File: src/rtl/uart_pkg.sv
// Definitions shared by the UART transmit and receive paths: frame bit levels,
// the default word width and the receiver state encoding.
package uart_pkg;

    localparam int DEFAULT_DATA_WIDTH = 8;

    localparam logic START_BIT = 1'b0;
    localparam logic STOP_BIT  = 1'b1;

    typedef enum logic [2:0] {
        RX_IDLE,
        RX_START,
        RX_DATA,
        RX_STOP,
        RX_BREAK
    } rx_state_e;

endpackage

File: src/rtl/rxlogic_if.sv
// Serial input, FIFO back-pressure and the word/flag outputs of the UART receiver.
interface rxlogic_if
    import uart_pkg::*;
#(
    parameter int DATA_WIDTH = DEFAULT_DATA_WIDTH
) ();

    logic                  rx;
    logic                  fifo_full;
    logic [DATA_WIDTH-1:0] data_out;
    logic                  data_valid;
    logic                  receiving;
    logic                  frame_err;
    logic                  overrun_err;

    modport slave (
        input  rx,
        input  fifo_full,
        output data_out,
        output data_valid,
        output receiving,
        output frame_err,
        output overrun_err
    );

    modport master (
        output rx,
        output fifo_full,
        input  data_out,
        input  data_valid,
        input  receiving,
        input  frame_err,
        input  overrun_err
    );

endinterface

File: src/rtl/rx_sync.sv
// Two-flop synchronizer for the asynchronous rx line, plus falling-edge detect.
// Every flop resets to the idle line level so reset never looks like a start edge.
module rx_sync (
    input  logic clk,
    input  logic rst,
    input  logic rx,
    output logic rx_s,
    output logic fall
);

    logic rx_p0;
    logic rx_p1;
    logic rx_p2;

    always_ff @(posedge clk or posedge rst) begin
        if (rst) begin
            rx_p0 <= 1'b1;
            rx_p1 <= 1'b1;
            rx_p2 <= 1'b1;
        end else begin
            // p0: metastability catch, p1: synchronized line, p2: previous sample
            rx_p0 <= rx;
            rx_p1 <= rx_p0;
            rx_p2 <= rx_p1;
        end
    end

    assign rx_s = rx_p1;
    assign fall = rx_p2 & ~rx_p1;

endmodule

File: src/rtl/rxlogic.sv
// UART receiver: finds start/data/stop frames on the oversampled rx line, votes each
// bit from three samples around its centre and hands completed words to the RX FIFO.
module rxlogic
    import uart_pkg::*;
#(
    parameter int DATA_WIDTH = DEFAULT_DATA_WIDTH,
    parameter int OVERSAMPLE = 16
) (
    input  logic      clk,
    input  logic      rst,
    rxlogic_if.slave  bus
);

    localparam int CNT_W = $clog2(OVERSAMPLE * (DATA_WIDTH + 2));
    localparam int BIT_W = $clog2(DATA_WIDTH + 2);
    localparam int HALF  = OVERSAMPLE / 2;

    logic rx_s;
    logic fall;

    rx_sync u_sync (
        .clk  (clk),
        .rst  (rst),
        .rx   (bus.rx),
        .rx_s (rx_s),
        .fall (fall)
    );

    rx_state_e             state, state_n;
    logic [CNT_W-1:0]      cnt, cnt_n, dec_at;
    logic [BIT_W-1:0]      bit_k, bit_n;
    logic [DATA_WIDTH-1:0] shreg, shreg_n, dout_n;
    logic [1:0]            hist;
    logic                  dv_n, fe_n, oe_n, recv;
    logic                  dec, vote;

    function automatic logic vote3(input logic a, input logic b, input logic c);
        return (a & b) | (a & c) | (b & c);
    endfunction

    // cnt is zero in the cycle after the edge, so the decision cycle C_k+1 lands on cnt == HALF + k*OVERSAMPLE
    assign dec_at = CNT_W'(HALF + int'(bit_k) * OVERSAMPLE);
    assign dec    = (cnt == dec_at);
    assign vote   = vote3(hist[1], hist[0], rx_s);

    assign bus.receiving = recv;

    always_comb begin
        state_n = state;
        cnt_n   = cnt + 1'b1;
        bit_n   = bit_k;
        shreg_n = shreg;
        dout_n  = bus.data_out;
        dv_n    = 1'b0;
        fe_n    = 1'b0;
        oe_n    = 1'b0;
        recv    = 1'b0;
        case (state)
            RX_IDLE: begin
                cnt_n = '0;
                bit_n = '0;
                if (fall) begin
                    state_n = RX_START;
                    recv    = 1'b1;
                end
            end
            RX_START: begin
                recv = 1'b1;
                if (dec) begin
                    if (vote != START_BIT) begin
                        state_n = RX_IDLE;
                        recv    = 1'b0;
                    end else begin
                        state_n = RX_DATA;
                        bit_n   = bit_k + 1'b1;
                    end
                end
            end
            RX_DATA: begin
                recv = 1'b1;
                if (dec) begin
                    shreg_n = {vote, shreg[DATA_WIDTH-1:1]};
                    bit_n   = bit_k + 1'b1;
                    if (bit_k == BIT_W'(DATA_WIDTH)) state_n = RX_STOP;
                end
            end
            RX_STOP: begin
                recv = 1'b1;
                if (dec) begin
                    // Returning to IDLE here leaves room for a back-to-back start edge
                    recv    = 1'b0;
                    state_n = RX_IDLE;
                    if (vote != STOP_BIT) begin
                        fe_n    = 1'b1;
                        state_n = RX_BREAK;
                    end else if (bus.fifo_full) begin
                        oe_n = 1'b1;
                    end else begin
                        dout_n = shreg;
                        dv_n   = 1'b1;
                    end
                end
            end
            RX_BREAK: begin
                cnt_n = '0;
                if (rx_s) state_n = RX_IDLE;
            end
            default: state_n = RX_IDLE;
        endcase
    end

    always_ff @(posedge clk or posedge rst) begin
        if (rst) begin
            state           <= RX_IDLE;
            cnt             <= '0;
            bit_k           <= '0;
            hist            <= 2'b11;
            bus.data_out    <= '0;
            bus.data_valid  <= 1'b0;
            bus.frame_err   <= 1'b0;
            bus.overrun_err <= 1'b0;
        end else begin
            state           <= state_n;
            cnt             <= cnt_n;
            bit_k           <= bit_n;
            hist            <= {hist[0], rx_s};
            bus.data_out    <= dout_n;
            bus.data_valid  <= dv_n;
            bus.frame_err   <= fe_n;
            bus.overrun_err <= oe_n;
        end
    end

    // The shift register carries only data; a reset mid-frame simply abandons it
    always_ff @(posedge clk) begin
        shreg <= shreg_n;
    end

endmodule

File: src/flat_wrapper.sv
// flat-port wrapper written by rule: the top's interface ports become plain ports
module rxlogic_flat import uart_pkg::*;
#(
    parameter int DATA_WIDTH = DEFAULT_DATA_WIDTH,
    parameter int OVERSAMPLE = 16
)
  (clk, rst, bus_rx, bus_fifo_full, bus_data_out, bus_data_valid, bus_receiving, bus_frame_err, bus_overrun_err);
  rxlogic_if #(.DATA_WIDTH(DATA_WIDTH)) bus_i ();
  input  logic clk;
  input  logic rst;
  input wire logic [$bits(bus_i.rx)-1:0] bus_rx;
  input wire logic [$bits(bus_i.fifo_full)-1:0] bus_fifo_full;
  output wire logic [$bits(bus_i.data_out)-1:0] bus_data_out;
  output wire logic [$bits(bus_i.data_valid)-1:0] bus_data_valid;
  output wire logic [$bits(bus_i.receiving)-1:0] bus_receiving;
  output wire logic [$bits(bus_i.frame_err)-1:0] bus_frame_err;
  output wire logic [$bits(bus_i.overrun_err)-1:0] bus_overrun_err;
  assign bus_i.rx = bus_rx;
  assign bus_i.fifo_full = bus_fifo_full;
  assign bus_data_out = bus_i.data_out;
  assign bus_data_valid = bus_i.data_valid;
  assign bus_receiving = bus_i.receiving;
  assign bus_frame_err = bus_i.frame_err;
  assign bus_overrun_err = bus_i.overrun_err;
  rxlogic #(.DATA_WIDTH(DATA_WIDTH), .OVERSAMPLE(OVERSAMPLE)) u_core (.clk(clk), .rst(rst), .bus(bus_i));
endmodule
File: config.mk
export PLATFORM = sky130hd
export DESIGN_NAME = rxlogic_flat
export DESIGN_NICKNAME = d
export VERILOG_FILES = /design/src/rtl/uart_pkg.sv /design/src/rtl/rxlogic_if.sv /design/src/rtl/rx_sync.sv /design/src/rtl/rxlogic.sv /design/src/flat_wrapper.sv
export SDC_FILE = /design/constraint.sdc
export NUM_CORES = 1
export LEC_CHECK = 0
export ABC_AREA = 1
export CORE_AREA = 2 2 62 64
export DETAILED_ROUTE_END_ITERATION = 10
export DIE_AREA = 0 0 64 66
export HOLD_SLACK_MARGIN = 0.08
export PLACE_DENSITY = 0.72
export SLEW_MARGIN = 20
export SYNTH_ARGS = -nofsm -noshare
export SYNTH_HDL_FRONTEND = slang
export SYNTH_SLANG_ARGS = --single-unit
File: constraint.sdc
create_clock -name clk -period 5 [get_ports clk]
set_input_delay 0.5 -clock clk [delete_from_list [all_inputs] [get_ports clk]]
set_output_delay 0.5 -clock clk [all_outputs]
set_load 0.005 [all_outputs]
# Word level (Yosys, flattened, before mapping)

Index checks and enable logic that the tools add are counted.

Bits in registers: 39
Bits in latches: 0
RAM bits: 0
Bits in read-only memories: 0
Input port bits: 4
Output and inout port bits: 12
Logic and storage cells: 72
Memories kept: 0

$add $sub $neg: 3
Multipliers: 0
Div/mod/pow operators: 0
$lt $le $gt $ge: 0
Equal/unequal tests: 13
Shift operators: 0
Muxes and demuxes: 29
Bitwise logic cells: 8
Reductions and logical operators: 7

Operators with widths:

| operator            | count |
|---|---|
| $mux 3              | 7 |
| $pmux 3 s5          | 1 |
| $mux 1              | 14 |
| $mux 4              | 3 |
| $pmux 4 s3          | 1 |
| $ne 2x1->1 const B  | 5 |
| $add 4x8->8 const A | 1 |
| $add 8x1->8 const B | 1 |
| $eq 8x8->1          | 1 |
| $mux 8              | 1 |
| $reduce_and 4->1    | 2 |
| $eq 3x2->1 const B  | 2 |
| $reduce_and 6->1    | 1 |
| $add 4x1->4 const B | 1 |
| $and 1x1->1         | 4 |
| $eq 4x4->1 const B  | 1 |
| $ne 2x2->1 const B  | 2 |
| $pmux 1 s4          | 1 |
| $eq 3x1->1 const B  | 1 |
| $eq 3x3->1 const B  | 1 |
| $logic_not 3->1     | 1 |
| $reduce_bool 3->1   | 1 |
| $mux 2              | 1 |
| $not 1->1           | 2 |
| 3 further kinds     | 4 |

# Depth between registers and ports, before layout

Gate-level depths: netlist (run 1).

Depth in word-level cells: 6
Depth in mapped cells: 9

# Hierarchy

A second synthesis (run 1) with hierarchy kept.

Cell total of the unflattened synthesis: 195
Area, all modules: 1,770.4 µm²

Modules (own cells, without submodules):

| module  | times used | cells an instance | area an instance (µm²) | seq. area each (µm²) |
|---|---|---|---|---|
| rxlogic | 1          | 189               | 1,677.9                | 943.4 |
| rx_sync | 1          | 6                 | 92.6                   | 78.8 |

# Worst setup path after synthesis (run 1)

OpenSTA, ideal clock, no wires.

Path kind: register to output
Start: register u_core.cnt[0]
End: output port bus_receiving
Arrival: 1.282 ns
Data required time: 4.500 ns
Slack: 3.218 ns
Stages on the path, launching flop included: 8
Path buffers: 0
Path through: dfrtp_1 inv_1 ha_1 nand3_1 nor2_2 nand3_4 a21boi_0 nand3_1

Longest elaborated chain between the ends: 3
Elaborated cells on any way between the ends: 4
Those cells by class: eq/ne: 1; mux: 3

RTL lines:

| item                      | line                         | RTL |
|---|---|---|
| from (decl)               | rxlogic.sv:30                | `logic [CNT_W-1:0] cnt, cnt_n, dec_at;` |
| from (signal assigned)    | rxlogic.sv:124               | `cnt <= cnt_n;` |
| $eq 8x8->1 (*)            | rxlogic.sv:43                | `assign dec = (cnt == dec_at);` |
| $mux 1 (on tied branches) | rxlogic.sv:89, rxlogic.sv:69 |  |
| $pmux 1 s4 (*)            | rxlogic.sv:58                | `case (state)` |
| to (decl)                 | flat_wrapper.sv:15           | `output wire logic [$bits(bus_i.receiving)-1:0] bus_receiving;` |

Mark *: on every way between the ends. The rest lies on a longest branch, timed or not.

# Final worst setup path (run 1)

Same ends and word-level chain as after synthesis.

==> results of run 1 <==
-- sequential cells by signal, summed over array words and instances, names as in the netlist --
signal                  flops
u_core.u_sync.rx_p0         1
u_core.bit_k                4
u_core.hist                 2
u_core.cnt                  8
u_core.u_sync.rx_s          1
u_core.state                3
u_core.bus.frame_err        1
u_core.shreg                8
u_core.bus.data_valid       1
u_core.bus.overrun_err      1
u_core.bus.data_out         8
-- per-layer routing --
metal / wire length (um) / part of all wire
met1: 1373 / 0.45
met2: 1500 / 0.49
met3: 150 / 0.049
met4: 29 / 0.0095
met5: 0 / 0
-- where the power goes --
| part | switching (mW) | total, mW | internal (mW) |
|---|---|---|---|
| Sequential | 0.0430 | 0.396 | 0.353 |
| Clock | 0.103 | 0.260 | 0.156 |
| Combinational | 0.174 | 0.275 | 0.101 |
-- cells by family (layout without fill, tap and decap cells) --
group,after synthesis,count (layout),synth area share
and+or+nand+nor,102,102,0.2899
xor gates and xnor gates,3,3,0.01522
DFF,38,38,0.5768
buffers and inverters,21,44,0.04565
AOI/OAI and AO/OA,13,13,0.04348
adders and majority gates,4,4,0.02899
-- cell type report --
| class | instances | area share |
|---|---|---|
| clock buffer | 5 | 0.01837 |
| sequential | 38 | 0.4874 |
| clock inverter | 3 | 0.03368 |
| multi-input combinational | 122 | 0.3190 |
| inverter | 21 | 0.03858 |
| timing repair buffer | 15 | 0.07348 |
| tap | 48 | 0.02939 |
-- placed cells by master, fill, tap and decap left out --
cell / instances
nand2_1: 47
dfrtp_1: 26
nand3_1: 20
inv_1: 17
clkdlybuf4s50_1: 15
nor2_1: 14
edfxtp_1: 8
clkbuf_4: 5
inv_2: 4
o21ai_1: 4
nor3_1: 4
nor3b_1: 4
ha_1: 4
dfstp_2: 4
nor2_2: 3
a21oi_1: 3
nand4_1: 3
o21ai_0: 2
nand2_2: 2
nand2_4: 2
xor2_1: 2
bufinv_16: 2
o21ai_2: 1
nor2_4: 1
xnor2_1: 1
nand3_4: 1
a21boi_0: 1
o22ai_1: 1
o21bai_1: 1
nor2_8: 1
clkinv_4: 1
-- final timing paths --
check | startpoint | endpoint | slack, ns | cells past startpoint
max | u_core.cnt[0] | bus_receiving | 2.26 | 8
min | u_core.u_sync.rx_p0 | u_core.u_sync.rx_s | 0.37 | 0
max reg2reg | u_core.cnt[0] | u_core.shreg[7] | 3.06 | 6
min reg2reg | u_core.u_sync.rx_p0 | u_core.u_sync.rx_s | 0.37 | 0
max in group asynchronous | rst | u_core.cnt[1] | 4.05 | 2
min in group asynchronous | rst | u_core.bus.data_out[4] | 0.53 | 2
-- worst max-delay path, delay by kind of cell, from the launching register on --
family,cells,cell delay [ns]
AOI/OAI and AO/OA,1,0.27
and+or+nand+nor,4,0.53
buffers and inverters,2,0.54
DFF,1,0.42
adders and majority gates,1,0.14
==> summary.txt, run 1 <==
Status
  • Status: complete, no violations

GRT
  • Global Route met2 Usage: 0.2930
  • Grt peak-use layer: met2
  • Met1 Use GR: 0.1947
  • GRT Residual Overflow: 0
  • Initial antenna violation count: 0
  • Largest net degree at the start of global routing: 31
  • Met3 usage: 0.04770
  • Global-route wire length before repair: 5354 um
  • GRT Total Usage: 0.1667
  • Number of global-route vias before repair: 1,234

Die
  • Core footprint: 0.003551 mm2
  • Die width: 64 um
  • Die height: 66 um
  • Starting density of the core: 0.4863
  • Io pins: 16
  • Die area: 0.004224 mm2
  • Core Rows: 22

Final layout
  • Final core occ: 0.5754
  • Post-layout net count: 211
  • Post-Layout Inst Area: 0.002043 mm2
  • Share of cells above drive strength 1: 0.1324
  • Multi-input gate area: 651.9 um2
  • # fillers: 322
  • Area growth, synth to finish: 18.33%
  • Reg area: 996.0 um2
  • Antenna cell count: 0
  • Final Non-Filler Cells: 252

Hold path
  • Hold Crit Class: reg2reg

Worst setup path
  • CP arrival: 2.24 ns
  • CP peak stage delay: 0.47 ns
  • Critical path class: reg2out
  • Slowest-stage cell, CP: clkdlybuf4s50_1
  • Startpoint Class: flop
  • Top cell by count, worst path: nand3_1
  • Critical path, cell by cell: inv_1 > ha_1 > nand3_1 > nor2_2 > nand3_4 > a21boi_0 > nand3_1 > clkdlybuf4s50_1
  • WP data required: 4.50 ns
  • Crit Path Max Fanout: 7
  • Crit. End Element: primary output

Synthesis
  • Synth cell count leaders: nand2_1, dfrtp_1, nand3_1
  • Gate Count Post-Synth: 181
  • Mapped Area: 0.001727 mm2
  • Count of cell types in the netlist: 27
  • Post-synth top area share: 0.3768
  • Sequential area share after synthesis: 0.5768
  • Cell with the most instances after synthesis: nand2_1
  • Dominant cells by area after synthesis: dfrtp_1, edfxtp_1, nand2_1
  • Ys Warns: 0
  • EDFF count, synth: 8
  • Avg Cell Area, Syn: 9.540 um2
  • Prevailing post-synth register cell: dfrtp_1
  • Register bit total from synthesis: 38
  • Largest area contributor in the netlist: dfrtp_1
  • Ys async rst share: 0.7895
  • Syn nets: 189

Detailed routing
  • Post-route ant nets: 0
  • Avg WL per Cell: 12.12 um
  • Vias: 1,274
  • Vias per inst: 5.056
  • Total Wirelength: 3055 um
  • DRT Pass-1 Iters: 4
  • DRT iter0 DRCs: 58
  • Post-route DRC: 0

STA
  • F_max: 0.3644 GHz
  • Slew @ Worst Pin: 0.6552 ns
  • Endpoints failing setup: 0
  • Relative slew slack: 0.5616
  • RSZ-0062 raised after global routing: no
  • Min Tclk post-route: 2.744 ns
  • Final period utilization: 0.5488
  • Worst Skew: 0.01180 ns
  • Setup WS post-layout: 2.256 ns
  • Min Hold Slack: 0.3685 ns
  • Final hold vios: 0
  • Setup tns final: 0 ns
  • Final max-slew violation count: 0

Clock tree
  • CTS tree: done
  • CTS Sinks: 38
  • Cts repair resizes: 0
  • Reg clk slew, reported paths: 0.11 ns
  • Post-CTS Repair Setup Buffers: 0
  • # hold bufs at CTS: 0
  • CTS buffer count: 5
  • Max Buffers Root-to-Sink: 2
  • H-tree Lvls: 2
  • Clk root buf: clkbuf_4
  • Clock latency on the worst-skew pair: 0.35 ns

Power and ir drop
  • Static Leakage: 0.9600 nW
  • VDD IR-drop max: 298.8 uV
  • P per Cell Area: 455.7 mW/mm2
  • Power, Total: 0.9311 mW

Place
  • Gpl congestion: 1.006
  • I/O Buffers: 15
  • Placed Area: 0.001937 mm2
  • Post-placement cell count: 244
  • Dpl ws: 2.670 ns
  • Hpwl dp: 2249 um

Run
  • Max-cap viol count: 0
No activity file was read; power rests on OpenSTA's default activity.
==> inputs of run 2 (changes only) <==
--- a/config.mk
+++ b/config.mk
@@ -10,7 +10,7 @@
 export DETAILED_ROUTE_END_ITERATION = 10
 export DIE_AREA = 0 0 64 66
 export HOLD_SLACK_MARGIN = 0.08
-export PLACE_DENSITY = 0.72
+export PLACE_DENSITY = 0.75
 export SLEW_MARGIN = 20
 export SYNTH_ARGS = -nofsm -noshare
 export SYNTH_HDL_FRONTEND = slang
==> constraint.sdc (replaced) <==
create_clock -name clk -period 2.3 [get_ports clk]
set_input_delay 0.23 -clock clk [delete_from_list [all_inputs] [get_ports clk]]
set_output_delay 0.23 -clock clk [all_outputs]
set_load 0.005 [all_outputs]
==> run 2 against run 1 <==
  * Setup slack lost 1.9 ns
  * Routed wire length up 5.3%
  * Sequential share of layout area decreased by 1.0 points
  * Via count up 0.39%
  * First-iteration DRC count grew 26%
  * Cell area grew 2.1%
  * Non-clock buffer count increased by 5
  * Clock power is 120% higher
  * Sequential power grew 120%
  * Global-route usage is 1.0 points higher
  * Register-to-register slack worse by 2.5 ns
  * Hold slack got worse by 0.13 ns
  * Critical path type unchanged
  * Highest routed layer unchanged
==> summary.txt, run 2 (synthesis gave the netlist of run 1 again) <==
Status
  • Status: complete, no violations

Final layout
  • Post-layout net count: 216
  • Area growth, synth to finish: 20.87%
  • Post-Layout Inst Area: 0.002087 mm2
  • Most common cell after layout, fill and taps aside: nand2_1
  • Most frequent cells in the layout: nand2_1, dfrtp_1, nand3_1
  • Reg area: 996.0 um2
  • Final Non-Filler Cells: 257
  • Share of cells above drive strength 1: 0.1531
  • Multi-input gate area: 655.6 um2
  • Antenna cell count: 0
  • Biggest regs: u_core.bus.data_out x8, u_core.cnt x8, u_core.shreg x8
  • # fillers: 315

Clock tree
  • Clock latency on the worst-skew pair: 0.36 ns
  • CTS Sinks: 38
  • CTS tree: done
  • Reg clk slew, reported paths: 0.12 ns
  • Clk root buf: clkbuf_4
  • H-tree Lvls: 2
  • Max Buffers Root-to-Sink: 2
  • CTS buffer count: 5

Die
  • Die height: 66 um
  • Starting density of the core: 0.4863
  • Die area: 0.004224 mm2
  • Core Rows: 22
  • Core footprint: 0.003551 mm2
  • Die width: 64 um
  • Io pins: 16

STA
  • Endpoints failing setup: 0
  • Setup tns final: 0 ns
  • Final period utilization: 0.8427
  • Slew @ Worst Pin: 0.4281 ns
  • Final hold vios: 0
  • Relative slew slack: 0.7143
  • RSZ-0062 raised after global routing: no
  • Min Tclk post-route: 1.938 ns
  • Setup WS post-layout: 0.3619 ns
  • Final max-slew violation count: 0
  • Worst Skew: 0.008433 ns
  • F_max: 0.5160 GHz

Power and ir drop
  • Static Leakage: 0.9962 nW
  • Sw Pwr: 0.7208 mW
  • VDD IR-drop max: 566.4 uV
  • Sw Ratio: 0.3480
  • Flop pwr share: 0.418
  • Logic pwr share: 0.304
  • Int Power: 1.351 mW
  • P per Cell Area: 992.6 mW/mm2
  • Proportion of power drawn by the clock network: 0.278

Worst setup path
  • Critical path, cell by cell: inv_1 > ha_1 > nand3_1 > nor2_2 > nand3_4 > a21boi_2 > nand3_1 > dlymetal6s2s_1
  • Crit Path Max Fanout: 4
  • Flop2flop setup slack: 0.60 ns
  • Crit-path leading delay family: flip-flops
  • CP bufs+invs: 2
  • R2R depth: 8
  • CP arrival: 1.71 ns
  • CP peak stage delay: 0.43 ns
  • WP depth: 8
  • Slowest-stage cell, CP: dfrtp_1
  • Startpoint Class: flop
  • Crit. End Element: primary output
  • Crit Reg-Reg Startpoint: u_core.cnt[0]
  • Top cell by count, worst path: nand3_1
  • WP data required: 2.07 ns
  • Capturing point of the worst reg2reg path: u_core.shreg[7]
  • Critical path class: reg2out

Detailed routing
  • DRT iter0 DRCs: 73
  • Vias per inst: 4.977
  • Avg WL per Cell: 12.52 um
  • Vias: 1,279
  • Post-route DRC: 0
  • Total Wirelength: 3217 um
  • Post-route ant nets: 0
  • DRT Pass-1 Iters: 4

Place
  • Hpwl dp: 2271 um
  • Placed Area: 0.001959 mm2
  • Post-placement cell count: 247
  • I/O Buffers: 15
  • Dpl ws: 0.2523 ns
  • Gpl congestion: 0.9131

Hold path
  • Hold Crit Class: in2async

GRT
  • Initial antenna violation count: 0
  • Largest net degree at the start of global routing: 31
  • GRT Residual Overflow: 0
  • GRT Total Usage: 0.1770
  • Number of global-route vias before repair: 1,295
  • Global-route wire length before repair: 5602 um

Run
  • Max-cap viol count: 0
==> run 2: cell types whose count changed in the layout (fill, tap and decap cells not counted), sizes merged <==
cell / delta
dlymetal6s2s: +1
buf: +5
clkdlybuf4s50: -1
==> run 2: worst max-delay path by stage <==
stage / start / endpoint / slack, ns
after floorplan: u_core.cnt[0] / u_core.shreg[0] / 0.57
after global placement: u_core.cnt[0] / bus_receiving / 0.29
after detailed placement: u_core.cnt[0] / bus_receiving / 0.25
after CTS: u_core.cnt[0] / bus_receiving / 0.05
after global routing: u_core.cnt[0] / bus_receiving / 0.25
final: u_core.cnt[0] / bus_receiving / 0.36
==> run 2: area by class of cell <==
class                   count  share of cell area
well taps                  48             0.02878
inverters                  21             0.03777
repair buffers             20             0.09113
clock inverters             3             0.03297
clock buffers               5             0.01799
flip-flops and latches     38              0.4772
multi-input cells         122              0.3141
==> run 2: metal layers <==
metal / GRT usage / share of wire
met1: 0.2058 / 0.44
met2: 0.3021 / 0.50
met3: 0.03578 / 0.038
met4: 0.1060 / 0.024
met5: 0 / 0
==> run 2: worst register-to-register path: stages, from the launching register on <==
cell and delay, ns:
dfrtp_1 0.43, inv_1 0.07, ha_1 0.13, nand3_1 0.09, nor2_2 0.13, nand3_4 0.10
buf_4 0.19, nor2_1 0.10, buf_4 0.18
==> run 2: repair_timing <==
| action | CTS | global route |
|---|---|---|
| resized for setup | 2 | 1 |
| setup endpoints to repair | 1 | 1 |
| buffers inserted | 1 | 1 |
| pin swaps | 1 | 2 |
| hold buffers | 0 | 0 |
==> run 2: power groups by stage <==
stage | sequential (mW) | combinational, mW | clock, mW
2_1_floorplan | 0.854 | 0.453 | 0
3_3_place_gp | 0.873 | 0.598 | 0
3_5_place_dp | 0.878 | 0.615 | 0
5_1_grt | 0.878 | 0.718 | 0.606
6_report | 0.866 | 0.630 | 0.576
4_1_cts | 0.867 | 0.625 | 0.581
==> run 2: per-stage QoR <==
stage	hold slack (ns)	util	power [mW]
6_report	0.2396	0.5877	2.072
5_1_grt	0.2691	0.5877	2.202
4_1_cts	0.2507	0.5849	2.073
3_5_place_dp	0.3472	0.5518	1.493
3_3_place_gp	0.3459	0.5518	1.471
2_1_floorplan	0.2345	-	1.307
